===== src/rtl/thread_regfile.sv =====
// Per-thread register file: R0-R12 general purpose, R13 block_id, R14 block size, R15 thread id.
// Optional build macro REGFILE_ZERO_R0_EN hardwires R0 to zero.
module thread_regfile #(
    parameter int unsigned THREADS_PER_BLOCK = 4,
    parameter int unsigned THREAD_ID         = 0,
    parameter int unsigned DATA_BITS         = 8
) (
    input  logic                 clk,
    input  logic                 reset_n,
    input  logic                 enable,
    input  logic [7:0]           block_id,
    input  logic [2:0]           core_state,
    input  logic [3:0]           decoded_rd_address,
    input  logic [3:0]           decoded_rs_address,
    input  logic [3:0]           decoded_rt_address,
    input  logic                 decoded_reg_write_enable,
    input  logic [1:0]           decoded_reg_input_mux,
    input  logic [DATA_BITS-1:0] decoded_immediate,
    input  logic                 decoded_nzp_write_enable,
    input  logic [DATA_BITS-1:0] alu_out,
    input  logic [DATA_BITS-1:0] lsu_out,
    output logic [DATA_BITS-1:0] rs,
    output logic [DATA_BITS-1:0] rt,
    output logic [2:0]           nzp
);

    localparam logic [2:0] CORE_REQUEST = 3'b011;
    localparam logic [2:0] CORE_UPDATE  = 3'b110;

    localparam logic [1:0] MUX_ALU  = 2'b00;
    localparam logic [1:0] MUX_LSU  = 2'b01;
    localparam logic [1:0] MUX_IMM  = 2'b10;
    localparam logic [1:0] MUX_NONE = 2'b11;

    localparam int unsigned NUM_GP = 13;
    localparam logic [3:0]  LAST_GP = 4'd12;

    localparam logic [DATA_BITS-1:0] R14_VALUE = DATA_BITS'(THREADS_PER_BLOCK);
    localparam logic [DATA_BITS-1:0] R15_VALUE = DATA_BITS'(THREAD_ID);

    logic [DATA_BITS-1:0] gp_regs [NUM_GP];
    logic [DATA_BITS-1:0] r13;

    logic                 is_request;
    logic                 is_update;
    logic                 reg_write;
    logic                 nzp_write;
    logic                 rd_writable;
    logic [DATA_BITS-1:0] write_data;
    logic [DATA_BITS-1:0] rs_read;
    logic [DATA_BITS-1:0] rt_read;

    assign is_request = (core_state == CORE_REQUEST);
    assign is_update  = (core_state == CORE_UPDATE);

`ifdef REGFILE_ZERO_R0_EN
    assign rd_writable = (decoded_rd_address <= LAST_GP) && (decoded_rd_address != 4'd0);
`else
    assign rd_writable = (decoded_rd_address <= LAST_GP);
`endif

    // Writes to R13-R15 and mux code 11 are dropped rather than flagged.
    assign reg_write = is_update && decoded_reg_write_enable && rd_writable &&
                       (decoded_reg_input_mux != MUX_NONE);
    assign nzp_write = is_update && decoded_nzp_write_enable;

    always_comb begin
        write_data = '0;
        unique case (decoded_reg_input_mux)
            MUX_ALU:  write_data = alu_out;
            MUX_LSU:  write_data = lsu_out;
            MUX_IMM:  write_data = decoded_immediate;
            MUX_NONE: write_data = '0;
            default:  write_data = '0;
        endcase
    end

    // Reads use the stored R13, so a REQUEST sees block_id as of the previous edge.
    always_comb begin
        rs_read = '0;
        if (decoded_rs_address <= LAST_GP) begin
            rs_read = gp_regs[decoded_rs_address];
        end else if (decoded_rs_address == 4'd13) begin
            rs_read = r13;
        end else if (decoded_rs_address == 4'd14) begin
            rs_read = R14_VALUE;
        end else begin
            rs_read = R15_VALUE;
        end
`ifdef REGFILE_ZERO_R0_EN
        if (decoded_rs_address == 4'd0) begin
            rs_read = '0;
        end
`endif
    end

    always_comb begin
        rt_read = '0;
        if (decoded_rt_address <= LAST_GP) begin
            rt_read = gp_regs[decoded_rt_address];
        end else if (decoded_rt_address == 4'd13) begin
            rt_read = r13;
        end else if (decoded_rt_address == 4'd14) begin
            rt_read = R14_VALUE;
        end else begin
            rt_read = R15_VALUE;
        end
`ifdef REGFILE_ZERO_R0_EN
        if (decoded_rt_address == 4'd0) begin
            rt_read = '0;
        end
`endif
    end

    always_ff @(posedge clk or negedge reset_n) begin
        if (!reset_n) begin
            for (int i = 0; i < int'(NUM_GP); i++) begin
                gp_regs[i] <= '0;
            end
            r13 <= '0;
            rs  <= '0;
            rt  <= '0;
            nzp <= 3'b000;
        end else if (enable) begin
            r13 <= DATA_BITS'(block_id);
            if (is_request) begin
                rs <= rs_read;
                rt <= rt_read;
            end
            if (reg_write) begin
                gp_regs[decoded_rd_address] <= write_data;
            end
            if (nzp_write) begin
                nzp <= alu_out[2:0];
            end
        end
    end

endmodule


===== config.mk =====
export PLATFORM = sky130hd
export DESIGN_NAME = thread_regfile
export DESIGN_NICKNAME = d
export VERILOG_FILES = /design/src/rtl/thread_regfile.sv
export SDC_FILE = /design/constraint.sdc
export NUM_CORES = 1
export LEC_CHECK = 0
export CORE_AREA = 2 2 130 132
export DETAILED_ROUTE_END_ITERATION = 16
export DIE_AREA = 0 0 132 134
export GPL_TIMING_DRIVEN = 0
export PLACE_DENSITY = 0.65
export SYNTH_ARGS = -nofsm -noshare
export SYNTH_HDL_FRONTEND = slang
export SYNTH_SLANG_ARGS = --single-unit

===== constraint.sdc =====
create_clock -name clk -period 2.9 [get_ports clk]
set_clock_uncertainty 0.2 [all_clocks]
set_input_delay 0.58 -clock clk [delete_from_list [all_inputs] [get_ports clk]]
set_output_delay 0.58 -clock clk [all_outputs]
set_load 0.05 [all_outputs]

Word-level counts from Yosys, hierarchy flattened
Cells that the tools add are included.
- magnitude comparators: 7
- reduce and logical (&&, ||, !) cells: 9
- bitwise operators: 3
- muxes and demuxes: 16
- eq/ne operators: 10
- operators with widths (operator ; count):
    104-bit bitwise mux ; 1
    8-bit two-way mux ; 9
    8-bit binary-select mux with 4-bit select ; 2
    8-bit demux with 4-bit select ; 1
    8-bit one-hot mux with 4 select lines ; 1
    4-bit == test (second input constant) ; 4
    5-bit greater-or-equal comparator (second input constant) ; 3
    4-bit NOT with 5-bit output ; 3
    4-bit <= comparator (second input constant) ; 3
    3-bit two-way mux ; 2
    2-bit AND reduction ; 3
    1-bit logical AND ; 5
    5-bit by 1-bit less-than comparator with 1-bit output (second input constant) ; 1
    2-bit == test (second input constant) ; 2
    3-bit by 2-bit == test with 1-bit output (second input constant) ; 1
    3-bit == test (second input constant) ; 1
    2-bit by 1-bit == test with 1-bit output (second input constant) ; 1
    2-bit logical NOT ; 1
    2-bit inequality test (second input constant) ; 1
- bits of input ports: 54
- register bits after elaboration: 131
- output and inout port bits: 19
- word-level logic and storage cells: 62

Longest topological paths before layout
- word-level depth: 6
- mapped depth: 7
- depth with buffers taken out: 4

Worst setup path after synthesis
OpenSTA, ideal clock, no wires.
- path kind: in2reg
- from: in decoded_reg_input_mux[1]
- to: reg gp_regs[24] in the netlist's numbering
- required time: 2.575 ns
- setup slack: 0.917 ns
- stages: 6
- path buffers: 2
- arrival time: 1.658 ns
- setup time: 0.125 ns
- cells stage by stage: buf_2 > a21boi_2 > and4b_1 > buf_6 > nand2_8 > mux2_4
- word-level cells in the longest chain between the ends: 3
- elaborated cells between the ends (all ways): 9
- those cells by class: 4 x eq/ne; 2 x mux; 3 x reduce/logical
- RTL lines (item ; line ; RTL):
    start: declaration ; 17 ; input logic [1:0] decoded_reg_input_mux,
    2-bit == test, or another cell as far along ; 69 ; unique case (decoded_reg_input_mux)
    8-bit one-hot mux with 4 select lines / 1-bit logical AND (equally long branches) ; 69, 63 ;
    104-bit bitwise mux / 2-bit AND reduction (equally long branches) ; n/a ;
    end signal: indexed assignment ; 131 ; gp_regs[decoded_rd_address] <= write_data;
    end: declaration ; 41 ; logic [DATA_BITS-1:0] gp_regs [NUM_GP];
Several ways; a longest one is shown, not always the timed one.
A chain may end at the register's enable or synchronous reset.

Final worst setup path
- from: in decoded_rt_address[1]
- to: reg rt[5]
- word-level cells in the longest chain between the ends: 5
- elaborated cells between the ends (all ways): 8
- those cells by class: 1 x order compare; 1 x eq/ne; 5 x mux; 1 x bitwise
- RTL lines (item ; line ; RTL):
    start: declaration ; 15 ; input logic [3:0] decoded_rt_address,
    4-bit NOT with 5-bit output (implied by the code) ; 100 ; rt_read = gp_regs[decoded_rt_address];
    8-bit binary-select mux with 4-bit select ; 100 ;
    8-bit two-way mux (implied by the code) (2 in series) ; 100 ;
    8-bit two-way mux (*) ; 99 ; if (decoded_rt_address <= LAST_GP) begin
    end signal: assignment ; 128 ; rt <= rt_read;
    end: declaration ; 23 ; output logic [DATA_BITS-1:0] rt,
Mark *: on every way between the ends. The rest lies on a longest branch, timed or not. The select of a mux whose other input is x is not followed.

==> flow_metrics.py <==
metrics = {
    "synthesis": {
        "synth-async-reset-ratio_pct": 100,
        "ys_types": 48,
        "yosysSeqAreaShare_pct": 44.5,
        "synth-main-ff-cell": "dfrtp_1",
        "yosysWarnings": 0,
        "syn-cell-area_um2": 7370,
        "postSynthAreaPerCell_um2": 13.4,
        "syn-instance-count": 552,
        "synth_nets": 606,
        "synth_edf_count": 0,
        "ys_ff_latch": 131,
    },
    "detailed_routing": {
        "viasPerCell": 5.89,
        "drc_errors": 0,
        "ant_nets": 0,
        "wl_per_cell_um": 23.5,
        "drt_iter0_drc": 474,
        "first_pass_iters": 6,
        "wl_mm": 20.6,
        "dr_total_vias": 5150,
    },
    "sta": {
        "setup-violations-final": 0,
        "min_period_over_period_pct": 91.9,
        "slew_headroom_pct": 45.6,
        "drv_slew": 0,
        "timing.hold.ws_ns": 0.319,
        "rsz0062_at_grt": "false",
        "setup_slack_ns": 0.235,
        "finalHoldViolations": 0,
        "tightest_slew_ns": 0.815,
        "period_needed_ns": 2.67,
        "fmax_mhz": 375,
    },
    "place": {
        "dpl_cell_area_um2": 8370,
        "dpl.hpwl_mm": 14.7,
        "dp_slack_ns": -0.131,
        "place_congestion": 0.947,
        "io_buffers": 69,
    },
    "outcome": {
        "status": "finished clean",
    },
    "global_route": {
        "grt_pass1_wl_mm": 32.6,
        "first_global_vias": 5566,
        "grt_antenna_before_repair": 0,
        "grt_usage_pct": 24.6,
        "overflow": 0,
        "grt_start_max_net_pins": 85,
    },
    "cts": {
        "clockBufferDepth": 2,
        "cts.repair.resized": 0,
        "cts_tree": "done",
        "cts_made_buffers": 17,
        "path_clk_slew_ns": 0.06,
        "clk-insertion-delay-late_ns": 0.43,
        "cts.sinks": 131,
        "htreeDepth": 4,
        "cts_root_buf": "clkbuf_16",
        "cts_setup_buffers": 0,
        "ctsHoldBuffers": 1,
    },
    "floorplanning": {
        "die-area_um2": 17700,
        "coreArea_um2": 16300,
        "die_y_um": 134,
        "die_x_um": 132,
        "num_rows": 47,
        "ios": 73,
        "start_util_pct": 45.2,
    },
    "pwr": {
        "irDropWorstVdd_mv": 0.478,
        "p_leak_nw": 4.05,
        "powerDensity_nw_per_um2": 582,
        "p_int_w": 0.00386,
        "pwr-share-clk_pct": 45.1,
        "switching_share_pct": 26.5,
        "p_comb_share_pct": 16.3,
        "sequentialPowerShare_pct": 38.6,
        "power.switching_w": 0.00139,
    },
    "critical_path": {
        "required_ns": 3.05,
        "crit_path_max_incr_delay_ns": 0.59,
        "cp_cell_sequence": "clkdlybuf4s50_1, buf_2, buf_2, nor2_1, a22oi_1, a31oi_1",
        "cp-end-kind": "register",
        "arrival_ns": 2.81,
        "startpoint_type": "input port",
        "cp_max_fo": 10,
        "crit_top_cell": "buf_2",
        "path_class": "input port to register",
        "crit_slowest_cell": "clkdlybuf4s50_1",
    },
    "layout": {
        "drive_above_1_share_pct": 35.9,
        "diodes": 0,
        "fill_cells": 1326,
        "fin_area_um2": 9020,
        "fin_nets": 696,
        "area_growth_pct": 22.4,
    },
    "worst_hold_path": {
        "hold_class": "register to register",
    },
    "run": {
        "drv_cap": 0,
    },
}
==> metrics by stage <==
step	utilization (%)	power [W]	cells	TNS, ns
global placement	51.2	0.00289	841	-532.30
global route	55.4	0.00540	875	0
floorplan	-	0.00255	552	0
finish	55.4	0.00525	875	0
CTS	55.4	0.00525	875	0
detailed placement	51.4	0.00291	842	-0.561
==> layout by cell type (no fill, tap or decap), types with 2 or more instances in the layout <==
cell             instances
mux2_2                  87
clkdlybuf4s50_1         68
mux4_2                  34
mux2_1                   7
nand2_4                  4
buf_1                    4
nand2b_1                23
mux2i_1                 19
nand2_8                  4
mux2_4                  32
nand3_4                  4
dfrtp_1                131
bufinv_16                5
nand2_1                 26
o221ai_1                10
buf_6                    7
nor2_1                  19
and2b_1                  2
nor2b_1                  5
a22oi_1                 12
clkinv_2                 4
buf_4                    5
or2_2                    2
o21ai_1                  8
and4b_1                  5
buf_2                   20
and2_1                   2
nand3b_1                 2
a21oi_1                 33
clkbuf_16               17
nor4b_1                  2
clkbuf_1                10
a41oi_1                  3
o211ai_1                 2
clkbuf_8                 2
o311ai_0                 2
a31oi_1                 12
nor3_1                   3
==> worst max-delay path: cells and delay by family <==
kind	cells	cell delay, ns
buffers and inverters	3	1.13
AO/OA/AOI/OAI	2	0.52
AND/OR/NAND/NOR	1	0.58
==> Yosys cell counts (3+ instances only) <==
master	n	area (µm²)
a21oi_1	33	165
a22oi_1	12	90.1
a31oi_1	12	75.1
a41oi_1	3	26.3
and4b_1	5	50.1
buf_1	4	15.0
buf_2	20	100
buf_4	5	37.5
buf_6	6	67.6
clkbuf_1	7	26.3
dfrtp_1	131	3280
mux2_1	7	78.8
mux2_2	87	980
mux2_4	32	480
mux2i_1	19	190
mux4_2	34	766
nand2_1	26	97.6
nand2_4	4	45.0
nand2_8	4	80.1
nand2b_1	23	144
nand3_4	4	70.1
nor2_1	19	71.3
nor2b_1	5	31.3
nor3_1	3	15.0
o21ai_1	8	40.0
o221ai_1	10	87.6
==> path summary, 6_finish.rpt <==
| path | cells past startpoint | slack (ns) | endpoint | from |
|---|---|---|---|---|
| max reg2reg | 4 | 1.07 | rt[4]$_DFFE_PN0P_ | gp_regs[36]$_DFFE_PN0P_ |
| max in group asynchronous | 3 | 1.28 | r13[3]$_DFFE_PN0P_ | reset_n |
| min in group asynchronous | 2 | 0.45 | nzp[0]$_DFFE_PN0P_ | reset_n |
| min reg2reg | 1 | 0.32 | nzp[2]$_DFFE_PN0P_ | nzp[2]$_DFFE_PN0P_ |
| min | 1 | 0.32 | nzp[2]$_DFFE_PN0P_ | nzp[2]$_DFFE_PN0P_ |
| max | 6 | 0.23 | rt[5]$_DFFE_PN0P_ | decoded_rt_address[1] |
==> power groups by stage <==
stage	sequential [W]	clock, W	combinational [W]
finish	0.00203	0.00237	0.000856
global placement	0.00205	0	0.000837
global route	0.00204	0.00245	0.000909
detailed placement	0.00205	0	0.000857
floorplan	0.00222	0	0.000328
CTS	0.00202	0.00237	0.000860
==> sequential cells by signal (all words and copies together), names as in the netlist <==
name     cells
rt           8
nzp          3
r13          8
rs           8
gp_regs    104
==> cell families after synthesis <==
kind of cell | after synthesis | synth area share [%]
muxes | 179 | 33.8
and+or+nand+nor | 109 | 10.1
buffers and inverters | 43 | 3.40
DFF | 131 | 44.5
AOI/OAI and AO/OA | 90 | 8.20
==> final cells by class <==
type | instances | area (µm²) | area share (%)
clock buffer | 22 | 464 | 5.15
timing repair buffer | 71 | 729 | 8.09
clock inverter | 10 | 179 | 1.98
buffer | 42 | 246 | 2.73
sequential | 131 | 3280 | 36.3
inverter | 1 | 3.75 | 0.0416
tap | 220 | 275 | 3.05
multi-input combinational | 378 | 3840 | 42.6
==> layer usage <==
metal,wire length (µm),GRT usage [%],vias up,part of all wire (%)
li1,-,-,2263,-
met5,0,0,-,0
met1,9210,33.6,2646,45
met3,1400,5.37,29,6.8
met2,9570,38.7,212,46
met4,412,9.24,0,2.0
Power figures use the tool's default switching activity.
